`src/rtl/tilling_buffer_ctrl_pkg.sv`:
```
// Shared state encoding and bank masks for the tiling buffer sequencer.
package tilling_buffer_ctrl_pkg;

   typedef enum logic [1:0] {
      FILL       = 2'd0,
      WAIT_FULL  = 2'd1,
      PRESENT    = 2'd2,
      WAIT_EMPTY = 2'd3
   } state_e;

   localparam logic [3:0] WR_MASK_TOP = 4'b0101;
   localparam logic [3:0] WR_MASK_BOT = 4'b1010;
   localparam logic [3:0] ALL_BANKS   = 4'hF;
   localparam logic [3:0] NO_BANKS    = 4'h0;

   // First half of a tile lands in the TOP pair, second half in the BOT pair.
   function automatic logic [3:0] row_wr_mask(input logic first_half);
      return first_half ? WR_MASK_TOP : WR_MASK_BOT;
   endfunction

endpackage

```
`src/rtl/tilling_buffer_ctrl_if.sv`:
```
// Row stream, tile handshake and per-bank buffer control between the sequencer and its neighbours.
interface tilling_buffer_ctrl_if;

   logic       in_valid_i;
   logic       in_ready_o;
   logic       tile_valid_o;
   logic       tile_ready_i;
   logic [3:0] buf_wr_en_o;
   logic [3:0] buf_rd_en_o;
   logic [3:0] buf_empty_i;
   logic [3:0] buf_full_i;

   // slave is the sequencer; master is the row source, tile consumer and bank array together
   modport slave (
      input  in_valid_i, tile_ready_i, buf_empty_i, buf_full_i,
      output in_ready_o, tile_valid_o, buf_wr_en_o, buf_rd_en_o
   );

   modport master (
      output in_valid_i, tile_ready_i, buf_empty_i, buf_full_i,
      input  in_ready_o, tile_valid_o, buf_wr_en_o, buf_rd_en_o
   );

endinterface

```
`src/rtl/tilling_buffer_ctrl.sv`:
```
// Tile sequencer: rows steer into bank pairs the same cycle they are accepted; a full tile is offered
// with valid/ready (held until taken), then banks are drained; flush aborts the tile at any point.
module tilling_buffer_ctrl
   import tilling_buffer_ctrl_pkg::*;
#(
   parameter int SIZE_OF_BUFFER = 8,
   parameter int FULL_TIMEOUT   = 15,
   parameter int CNT_W          = 16
) (
   input  logic                              clk_i,
   input  logic                              rst_i,
   input  logic                              flush_i,
   tilling_buffer_ctrl_if.slave              bus,
   output logic [$clog2(SIZE_OF_BUFFER)-1:0] row_cnt_o,
   output logic [CNT_W-1:0]                  tile_cnt_o,
   output logic                              err_o
);

   localparam int RW = $clog2(SIZE_OF_BUFFER);
   localparam int TW = $clog2(FULL_TIMEOUT + 1);
   localparam logic [RW-1:0] HALF_C   = RW'(SIZE_OF_BUFFER / 2);
   localparam logic [RW-1:0] LAST_C   = RW'(SIZE_OF_BUFFER - 1);
   localparam logic [TW-1:0] TMO_LAST = TW'(FULL_TIMEOUT - 1);

   state_e            state_q, state_d;
   logic [RW-1:0]     row_cnt_q, row_cnt_d;
   logic [TW-1:0]     timer_q, timer_d;
   logic [CNT_W-1:0]  tile_cnt_q, tile_cnt_d;
   logic              err_q, err_d;
   logic              in_rdy;
   logic              timeout;
   logic              early_full;
   logic [3:0]        wr_en, rd_en;

   assign in_rdy     = (state_q == FILL) && !flush_i;
   assign timeout    = (timer_q == TMO_LAST);
   // A pair may only report full once it has received its half of the tile; BOT never completes inside FILL.
   assign early_full = (((bus.buf_full_i & WR_MASK_TOP) != NO_BANKS) && (row_cnt_q < HALF_C))
                     || ((bus.buf_full_i & WR_MASK_BOT) != NO_BANKS);

   always_comb begin
      state_d    = state_q;
      row_cnt_d  = row_cnt_q;
      timer_d    = '0;
      tile_cnt_d = tile_cnt_q;
      err_d      = err_q;
      wr_en      = NO_BANKS;
      rd_en      = NO_BANKS;
      if (flush_i) begin
         rd_en     = ALL_BANKS;
         row_cnt_d = '0;
         state_d   = WAIT_EMPTY;
      end else begin
         case (state_q)
            FILL: begin
               if (early_full) err_d = 1'b1;
               if (bus.in_valid_i && in_rdy) begin
                  wr_en = row_wr_mask(row_cnt_q < HALF_C);
                  if (row_cnt_q == LAST_C) begin
                     row_cnt_d = '0;
                     state_d   = WAIT_FULL;
                  end else begin
                     row_cnt_d = row_cnt_q + RW'(1);
                  end
               end
            end
            WAIT_FULL: begin
               if (bus.buf_full_i == ALL_BANKS) begin
                  state_d = PRESENT;
               end else if (timeout) begin
                  err_d   = 1'b1;
                  state_d = PRESENT;
               end else begin
                  timer_d = timer_q + TW'(1);
               end
            end
            PRESENT: begin
               if (bus.tile_ready_i) begin
                  rd_en      = ALL_BANKS;
                  tile_cnt_d = tile_cnt_q + CNT_W'(1);
                  state_d    = WAIT_EMPTY;
               end
            end
            WAIT_EMPTY: begin
               if (bus.buf_empty_i == ALL_BANKS) begin
                  state_d = FILL;
               end else if (timeout) begin
                  err_d   = 1'b1;
                  state_d = FILL;
               end else begin
                  timer_d = timer_q + TW'(1);
               end
            end
            default: state_d = FILL;
         endcase
      end
   end

   always_ff @(posedge clk_i) begin
      if (!rst_i) begin
         state_q    <= FILL;
         row_cnt_q  <= '0;
         timer_q    <= '0;
         tile_cnt_q <= '0;
         err_q      <= 1'b0;
      end else begin
         state_q    <= state_d;
         row_cnt_q  <= row_cnt_d;
         timer_q    <= timer_d;
         tile_cnt_q <= tile_cnt_d;
         err_q      <= err_d;
      end
   end

   assign bus.in_ready_o   = in_rdy;
   assign bus.tile_valid_o = (state_q == PRESENT);
   assign bus.buf_wr_en_o  = wr_en;
   assign bus.buf_rd_en_o  = rd_en;
   assign row_cnt_o        = row_cnt_q;
   assign tile_cnt_o       = tile_cnt_q;
   assign err_o            = err_q;

endmodule
```
`src/flat_wrapper.sv`:
```
// flat-port wrapper written by rule: the top's interface ports become plain ports
module tilling_buffer_ctrl_flat import tilling_buffer_ctrl_pkg::*;
#(
   parameter int SIZE_OF_BUFFER = 8,
   parameter int FULL_TIMEOUT   = 15,
   parameter int CNT_W          = 16
)
  (clk_i, rst_i, flush_i, row_cnt_o, tile_cnt_o, err_o, bus_in_valid_i, bus_tile_ready_i, bus_buf_empty_i, bus_buf_full_i, bus_in_ready_o, bus_tile_valid_o, bus_buf_wr_en_o, bus_buf_rd_en_o);
  tilling_buffer_ctrl_if bus_i ();
  input  logic clk_i;
  input  logic rst_i;
  input  logic flush_i;
  output logic [$clog2(SIZE_OF_BUFFER)-1:0] row_cnt_o;
  output logic [CNT_W-1:0] tile_cnt_o;
  output logic err_o;
  input wire logic [$bits(bus_i.in_valid_i)-1:0] bus_in_valid_i;
  input wire logic [$bits(bus_i.tile_ready_i)-1:0] bus_tile_ready_i;
  input wire logic [$bits(bus_i.buf_empty_i)-1:0] bus_buf_empty_i;
  input wire logic [$bits(bus_i.buf_full_i)-1:0] bus_buf_full_i;
  output wire logic [$bits(bus_i.in_ready_o)-1:0] bus_in_ready_o;
  output wire logic [$bits(bus_i.tile_valid_o)-1:0] bus_tile_valid_o;
  output wire logic [$bits(bus_i.buf_wr_en_o)-1:0] bus_buf_wr_en_o;
  output wire logic [$bits(bus_i.buf_rd_en_o)-1:0] bus_buf_rd_en_o;
  assign bus_i.in_valid_i = bus_in_valid_i;
  assign bus_i.tile_ready_i = bus_tile_ready_i;
  assign bus_i.buf_empty_i = bus_buf_empty_i;
  assign bus_i.buf_full_i = bus_buf_full_i;
  assign bus_in_ready_o = bus_i.in_ready_o;
  assign bus_tile_valid_o = bus_i.tile_valid_o;
  assign bus_buf_wr_en_o = bus_i.buf_wr_en_o;
  assign bus_buf_rd_en_o = bus_i.buf_rd_en_o;
  tilling_buffer_ctrl #(.SIZE_OF_BUFFER(SIZE_OF_BUFFER), .FULL_TIMEOUT(FULL_TIMEOUT), .CNT_W(CNT_W)) u_core (.clk_i(clk_i), .rst_i(rst_i), .flush_i(flush_i), .bus(bus_i), .row_cnt_o(row_cnt_o), .tile_cnt_o(tile_cnt_o), .err_o(err_o));
endmodule
```
`config.mk`:
```
export PLATFORM = sky130hd
export DESIGN_NAME = tilling_buffer_ctrl_flat
export DESIGN_NICKNAME = d
export VERILOG_FILES = /design/src/rtl/tilling_buffer_ctrl_pkg.sv /design/src/rtl/tilling_buffer_ctrl_if.sv /design/src/rtl/tilling_buffer_ctrl.sv /design/src/flat_wrapper.sv
export SDC_FILE = /design/constraint.sdc
export NUM_CORES = 1
export LEC_CHECK = 0
export CELL_PAD_IN_SITES_DETAIL_PLACEMENT = 0
export CELL_PAD_IN_SITES_GLOBAL_PLACEMENT = 1
export CORE_MARGIN = 2
export CORE_UTILIZATION = 34
export DETAILED_ROUTE_END_ITERATION = 7
export PLACE_DENSITY_LB_ADDON = 0.1
export SLEW_MARGIN = 20
export SYNTH_ARGS = -nofsm -noshare
export SYNTH_HDL_FRONTEND = slang
export SYNTH_SLANG_ARGS = --single-unit
```
`constraint.sdc`:
```
create_clock -name clk_i -period 2.31 [get_ports clk_i]
set_input_delay 0.462 -clock clk_i [delete_from_list [all_inputs] [get_ports clk_i]]
set_output_delay 0.462 -clock clk_i [all_outputs]
set_load 0.02 [all_outputs]
```
[Word level (Yosys, flattened, before mapping)]
Cells that the tools add are included.
Operators by class
  $add $sub $neg: 3
  multiply operators: 0
  divide/modulo/power cells: 0
  magnitude comparators: 1
  equal/unequal tests: 15
  shift-type cells: 0
  mux-type cells: 26
  bitwise logic cells: 2
  reduce and logical (&&, ||, !) cells: 14
Operators by type and width (count)
  two-way mux 4 bit: 10
  adder 16 x 1 -> 16 bit, second input constant: 1
  two-way mux 2 bit: 8
  == test 4 bit, second input constant: 3
  AND reduction 5 bit: 2
  != test 3 bit, second input constant: 3
  != test 4 x 2 -> 1 bit, second input constant: 2
  one-hot mux 2 bit (4 select lines): 1
  one-hot mux 4 bit (2 select lines): 1
  nonzero test 4 bit: 2
  adder 4 x 1 -> 4 bit, second input constant: 1
  == test 2 bit, second input constant: 2
  two-way mux 1 bit: 4
  != test 2 bit, second input constant: 2
  adder 3 x 1 -> 3 bit, second input constant: 1
  == test 3 bit, second input constant: 1
  logical AND 1 bit: 3
  less-than comparator 3 bit, second input constant: 1
  two-way mux 3 bit: 1
  one-hot mux 1 bit (3 select lines): 1
  AND reduction 3 bit: 1
  nonzero test 3 bit: 1
  == test 2 x 1 -> 1 bit, second input constant: 1
  zero test 2 bit: 1
  other kinds (6): 7
Storage, ports and cells
  register bits: 26
  bits in latches: 0
  memory bits (writable): 0
  bits in read-only memories: 0
  input bits: 13
  output and inout port bits: 30
  logic and storage cells: 66
  memories: 0

[Depth between registers and ports, before layout]
  depth after elaboration: 6
  mapped depth: 7
  gate-level depth less buffers: 6

[Worst setup path after synthesis]
OpenSTA, ideal clock, no wires.
  path kind: reg2out
  start point: reg u_core.state_q[0]
  end point: out bus_buf_wr_en_o[3]
  arrival: 1541 ps
  data required time: 1848 ps
  setup slack: 307 ps
  cell stages (with the launch flop): 6
  buffers on the path: 1
  cell sequence: dfxtp_1 inv_1 ha_1 nor2b_1 and3_1 buf_4
On the way
  word-level cells in the longest chain between the ends: 6
RTL lines
  start, declared: line tilling_buffer_ctrl.sv:25  | state_e state_q, state_d;
  start signal, assigned: line tilling_buffer_ctrl.sv:107  | state_q <= state_d;
  zero test 2 bit: line tilling_buffer_ctrl.sv:35  | assign in_rdy = (state_q == FILL) && !flush_i;
  logical AND 1 bit: line tilling_buffer_ctrl.sv:35
  named net bus_in_ready_o: line flat_wrapper.sv:20  | output wire logic [$bits(bus_i.in_ready_o)-1:0] bus_in_ready_o;
  logical AND 1 bit: line tilling_buffer_ctrl.sv:57  | if (bus.in_valid_i && in_rdy) begin
  two-way mux 4 bit: line tilling_buffer_ctrl.sv:57
  two-way mux 4 bit: line tilling_buffer_ctrl.sv:54  | case (state_q)
  two-way mux 4 bit: line tilling_buffer_ctrl.sv:49  | if (flush_i) begin
  end, declared: line flat_wrapper.sv:22  | output wire logic [$bits(bus_i.buf_wr_en_o)-1:0] bus_buf_wr_en_o;
The timed path passes the listed nets, and every way through them passes these cells.

[Final worst setup path]
  start point: reg u_core.state_q[0]
  end point: out bus_tile_valid_o
On the way
  word-level cells in the longest chain between the ends: 1
RTL lines
  == test 2 bit: line tilling_buffer_ctrl.sv:116  | assign bus.tile_valid_o = (state_q == PRESENT);
  end, declared: line flat_wrapper.sv:21  | output wire logic [$bits(bus_i.tile_valid_o)-1:0] bus_tile_valid_o;
Every way passes these cells.

==> summary.md <==
### Floorplanning
* **Rows** 23
* **floorplan die area** 4679 um^2
* **Initial Util** 35.25%
* **count of boundary I/O pins** 43
* **vertical extent of the die** 68.40 um
* **Horiz. Die Dim** 68.40 um
* **placeable core area** 4000 um^2

### CTS
* **CTS tree** yes
* **hold-fix buffers at CTS** 0
* **number of buffers created by CTS** 3
* **maximum number of buffers from clock root to sink** 2
* **CTS HTree Levels** 1
* **clock sink count** 26
* **clk_lat worst skew** 270 ps
* **clock tree root buffer cell** sky130_fd_sc_hd__clkbuf_8
* **Clock transition at path regs** 90 ps
* **post-CTS setup buffers** 0

### Synth
* **Synth Register Bits** 26
* **fraction of the mapped netlist area in simple logic gates** 27.33%
* **synthesized-area fraction occupied by xor and xnor cells** 6.832%
* **netlist area before placement** 1410 um^2
* **post-synthesis area per instance** 8.813 um^2
* **mux share of post-synthesis cell area** 2.130%
* **fraction of the yosys area taken by sequential cells** 36.91%
* **fraction of the mapped netlist area in adder cells** 8.873%
* **number of enable-type register cells in the synthesized netlist** 0
* **complex-gate fraction of the synthesized area** 11.54%
* **number of warnings printed during yosys synthesis** 0
* **main combinational cell family by area after synthesis** simple AND/OR/NAND/NOR gates
* **cell taking the most area after synthesis** sky130_fd_sc_hd__dfxtp_1
* **Distinct cells, synth** 39
* **async set-reset flop share out of synthesis** 0%
* **share of the synthesized area in the top cell type** 36.91%
* **number of nets in the synthesized netlist** 183
* **Top FF cell, synth** sky130_fd_sc_hd__dfxtp_1
* **synth top area cells** sky130_fd_sc_hd__dfxtp_1 (37%), sky130_fd_sc_hd__ha_1 (8.9%), sky130_fd_sc_hd__nor2_1 (5.9%), sky130_fd_sc_hd__xor2_1 (3.7%), sky130_fd_sc_hd__a21oi_1 (3.2%)
* **count of mapped cells out of synthesis** 160

### Timing
* **final worst setup slack** 138.6 ps
* **slew at the pin closest to its max-slew limit** 365.4 ps
* **total of endpoints with negative setup slack in the final report** 0
* **max-slew violation total from the final report** 0
* **unrepaired setup endpoints after global routing** no
* **setup clock skew after layout** 3.459 ps
* **peak clock frequency supported by timing** 460.5 MHz
* **hold violation count in the final report** 0
* **fin crit share** 94.00%
* **Fin Setup TNS** 0 ps
* **max_slew headroom** 75.61%
* **shortest period the worst path allows** 2171 ps

### Worst setup path
* **type of element capturing the critical path** output port
* **data required time of the worst path** 1850 ps
* **worst setup path end** bus_tile_valid_o
* **worst reg2reg setup slack** 390 ps
* **depth of the most critical reg-to-reg path** 7
* **Startpoint Class** flop
* **Critical Setup Path Class** flop to output port
* **Reg2Reg Capture Point** u_core.tile_cnt_o[14]$_SDFFE_PN0P_
* **source of the critical timing path** u_core.state_q[0]$_SDFFE_PN0P_
* **R2R Path Start** u_core.state_q[0]$_SDFFE_PN0P_
* **arrival time worst endpoint** 1710 ps
* **critical path fanouts, max** 7

### Drt
* **residual DRC count** 0
* **DRT antenna net count** 0
* **via count normalized by instance count** 5.047
* **vias post-DR** 1,302
* **drt first pass iters** 4
* **post-detailed-route wirelength per cell** 12.39 um
* **Detailed Route Iter0 Violations** 44
* **WL final** 3196 um

### Status
* **run status** finished clean

### Placed design
* **final RePlAce weighted congestion** 0.7330
* **number of port buffers** 42
* **HPWL reported at the end of detailed placement** 2551 um
* **total cell area at the placement stage** 1908 um^2
* **post-placement cell count** 254
* **Worst Setup Slack post-DPL** -89.80 ps

### Power
* **leakage dissipation** 0.8037 nW
* **total power of the final layout** 0.001212 W
* **Cell Pwr Density** 613.1 nW/um^2
* **largest vdd supply drop** 0.2152 mV

### Global route
* **GR Util All Layers** 15.09%
* **vias in the first global route** 1,267
* **first-pass GRT wire length** 5451 um
* **initial antenna violation count** 0
* **largest net degree at the start of global routing** 16
* **total congestion overflow after global routing** 0

### Layout
* **Layout Cell Area excl Fill** 1977 um^2
* **Area Growth Syn to Fin** 40.20%
* **fraction of layout instances using a drive strength above 1** 10.10%
* **Filler Cells Inserted** 396
* **number of antenna cells inserted** 0
* **Cell Count, Final, Fillers Out** 258
* **number of nets in the layout** 232

### Hold path
* **Hold Path Class** flop to flop
* **Hold Crit Depth** 2

### Job
* **max_cap viols** 0

[cell families (layout without fill, tap and decap cells)]
kind of cell,after synthesis,in the layout
AND/OR/NAND/NOR,70,70
flip-flops,26,26
AO/OA/AOI/OAI,24,24
buffers and inverters,16,64
XOR/XNOR,11,11
adder cells (fa/ha/maj),10,10
multiplexers,3,3
[routing by layer]
metal  global-route usage [%]  share of wire (%)  up-vias  wire, um
li1                         -                  -      662         -
met1                    17.15                 43      604      1387
met2                    27.40                 52       32      1655
met3                    2.961                3.7        4       118
met4                    5.750                1.1        0        34
met5                        0                  0        -         0
[area by class of cell]
type | count | area, um^2 | share of cell area [%]
repair buffers | 52 | 490.5 | 24.81
flip-flops and latches | 26 | 520.5 | 26.33
well taps | 50 | 62.56 | 3.165
clock inverters | 1 | 30.03 | 1.519
clock buffers | 3 | 41.29 | 2.089
inverters | 8 | 30.03 | 1.519
multi-input cells | 118 | 802.0 | 40.57
[registers in the layout, summed over array words and instances (netlist names)]
name               cells
u_core.row_cnt_o       3
u_core.err_o           1
u_core.tile_cnt_o     16
u_core.timer_q         4
u_core.state_q         2
[synthesized netlist by cell type, types with 2 or more instances]
cell / n
sky130_fd_sc_hd__nor2_1: 22
sky130_fd_sc_hd__a21oi_1: 9
sky130_fd_sc_hd__or3_1: 4
sky130_fd_sc_hd__nand2_1: 10
sky130_fd_sc_hd__dfxtp_1: 26
sky130_fd_sc_hd__ha_1: 10
sky130_fd_sc_hd__o21ai_0: 3
sky130_fd_sc_hd__nand3b_1: 2
sky130_fd_sc_hd__or4_1: 3
sky130_fd_sc_hd__and3_1: 5
sky130_fd_sc_hd__xor2_1: 6
sky130_fd_sc_hd__nand3_1: 9
sky130_fd_sc_hd__o31ai_1: 3
sky130_fd_sc_hd__buf_4: 6
sky130_fd_sc_hd__nand4_1: 5
sky130_fd_sc_hd__inv_1: 7
sky130_fd_sc_hd__xnor2_1: 5
sky130_fd_sc_hd__a22oi_1: 2
sky130_fd_sc_hd__mux2i_1: 3
[through the flow]
step | utilization, % | hold slack [ps]
3_3_place_gp | 47.70 | 435.4
2_1_floorplan | - | 429.7
3_5_place_dp | 47.70 | 438.4
4_1_cts | 49.30 | 451.9
5_1_grt | 49.42 | 468.3
6_report | 49.42 | 449.9
[power breakdown]
part | switching (W) | leakage [nW] | internal [W]
Combinational | 0.000176 | 0.557 | 0.000165
Sequential | 0.0000221 | 0.210 | 0.000469
Clock | 0.000148 | 0.0357 | 0.000232
[cell usage in the layout (no fill, tap or decap), drive strengths merged, types with 3 or more instances in the layout]
cell	netlist	final
a21oi	9	9
and3	5	5
buf	7	10
clkbuf	1	3
clkdlybuf4s50	0	33
dfxtp	26	26
dlygate4sd2	0	6
ha	10	10
inv	7	7
mux2i	3	3
nand2	10	10
nand3	10	10
nand4	6	6
nor2	22	22
o21ai	3	3
o31ai	3	3
or3	4	4
or4	3	3
xnor2	5	5
xor2	6	6
[worst max-delay path: stages (launching register included)]
cell and delay, ps:
sky130_fd_sc_hd__dfxtp_1 420, sky130_fd_sc_hd__inv_1 110, sky130_fd_sc_hd__ha_1 220, sky130_fd_sc_hd__buf_4 160, sky130_fd_sc_hd__clkdlybuf4s50_1 540
[how the worst min path moves through the flow]
stage,from,slack (ps),end
floorplan,u_core.timer_q[0]$_SDFF_PP0_,430,u_core.timer_q[0]$_SDFF_PP0_
global placement,u_core.err_o$_SDFFE_PN0P_,440,u_core.err_o$_SDFFE_PN0P_
detailed placement,u_core.err_o$_SDFFE_PN0P_,440,u_core.err_o$_SDFFE_PN0P_
CTS,u_core.err_o$_SDFFE_PN0P_,450,u_core.err_o$_SDFFE_PN0P_
global route,u_core.err_o$_SDFFE_PN0P_,470,u_core.err_o$_SDFFE_PN0P_
finish,u_core.err_o$_SDFFE_PN0P_,450,u_core.err_o$_SDFFE_PN0P_
[what timing repair did]
item	in CTS	in global routing
gates cloned	0	0
resized for setup	9	3
setup endpoints to repair	9	3
endpoints found under the hold margin	0	0
(Power assumes the default switching activity.)
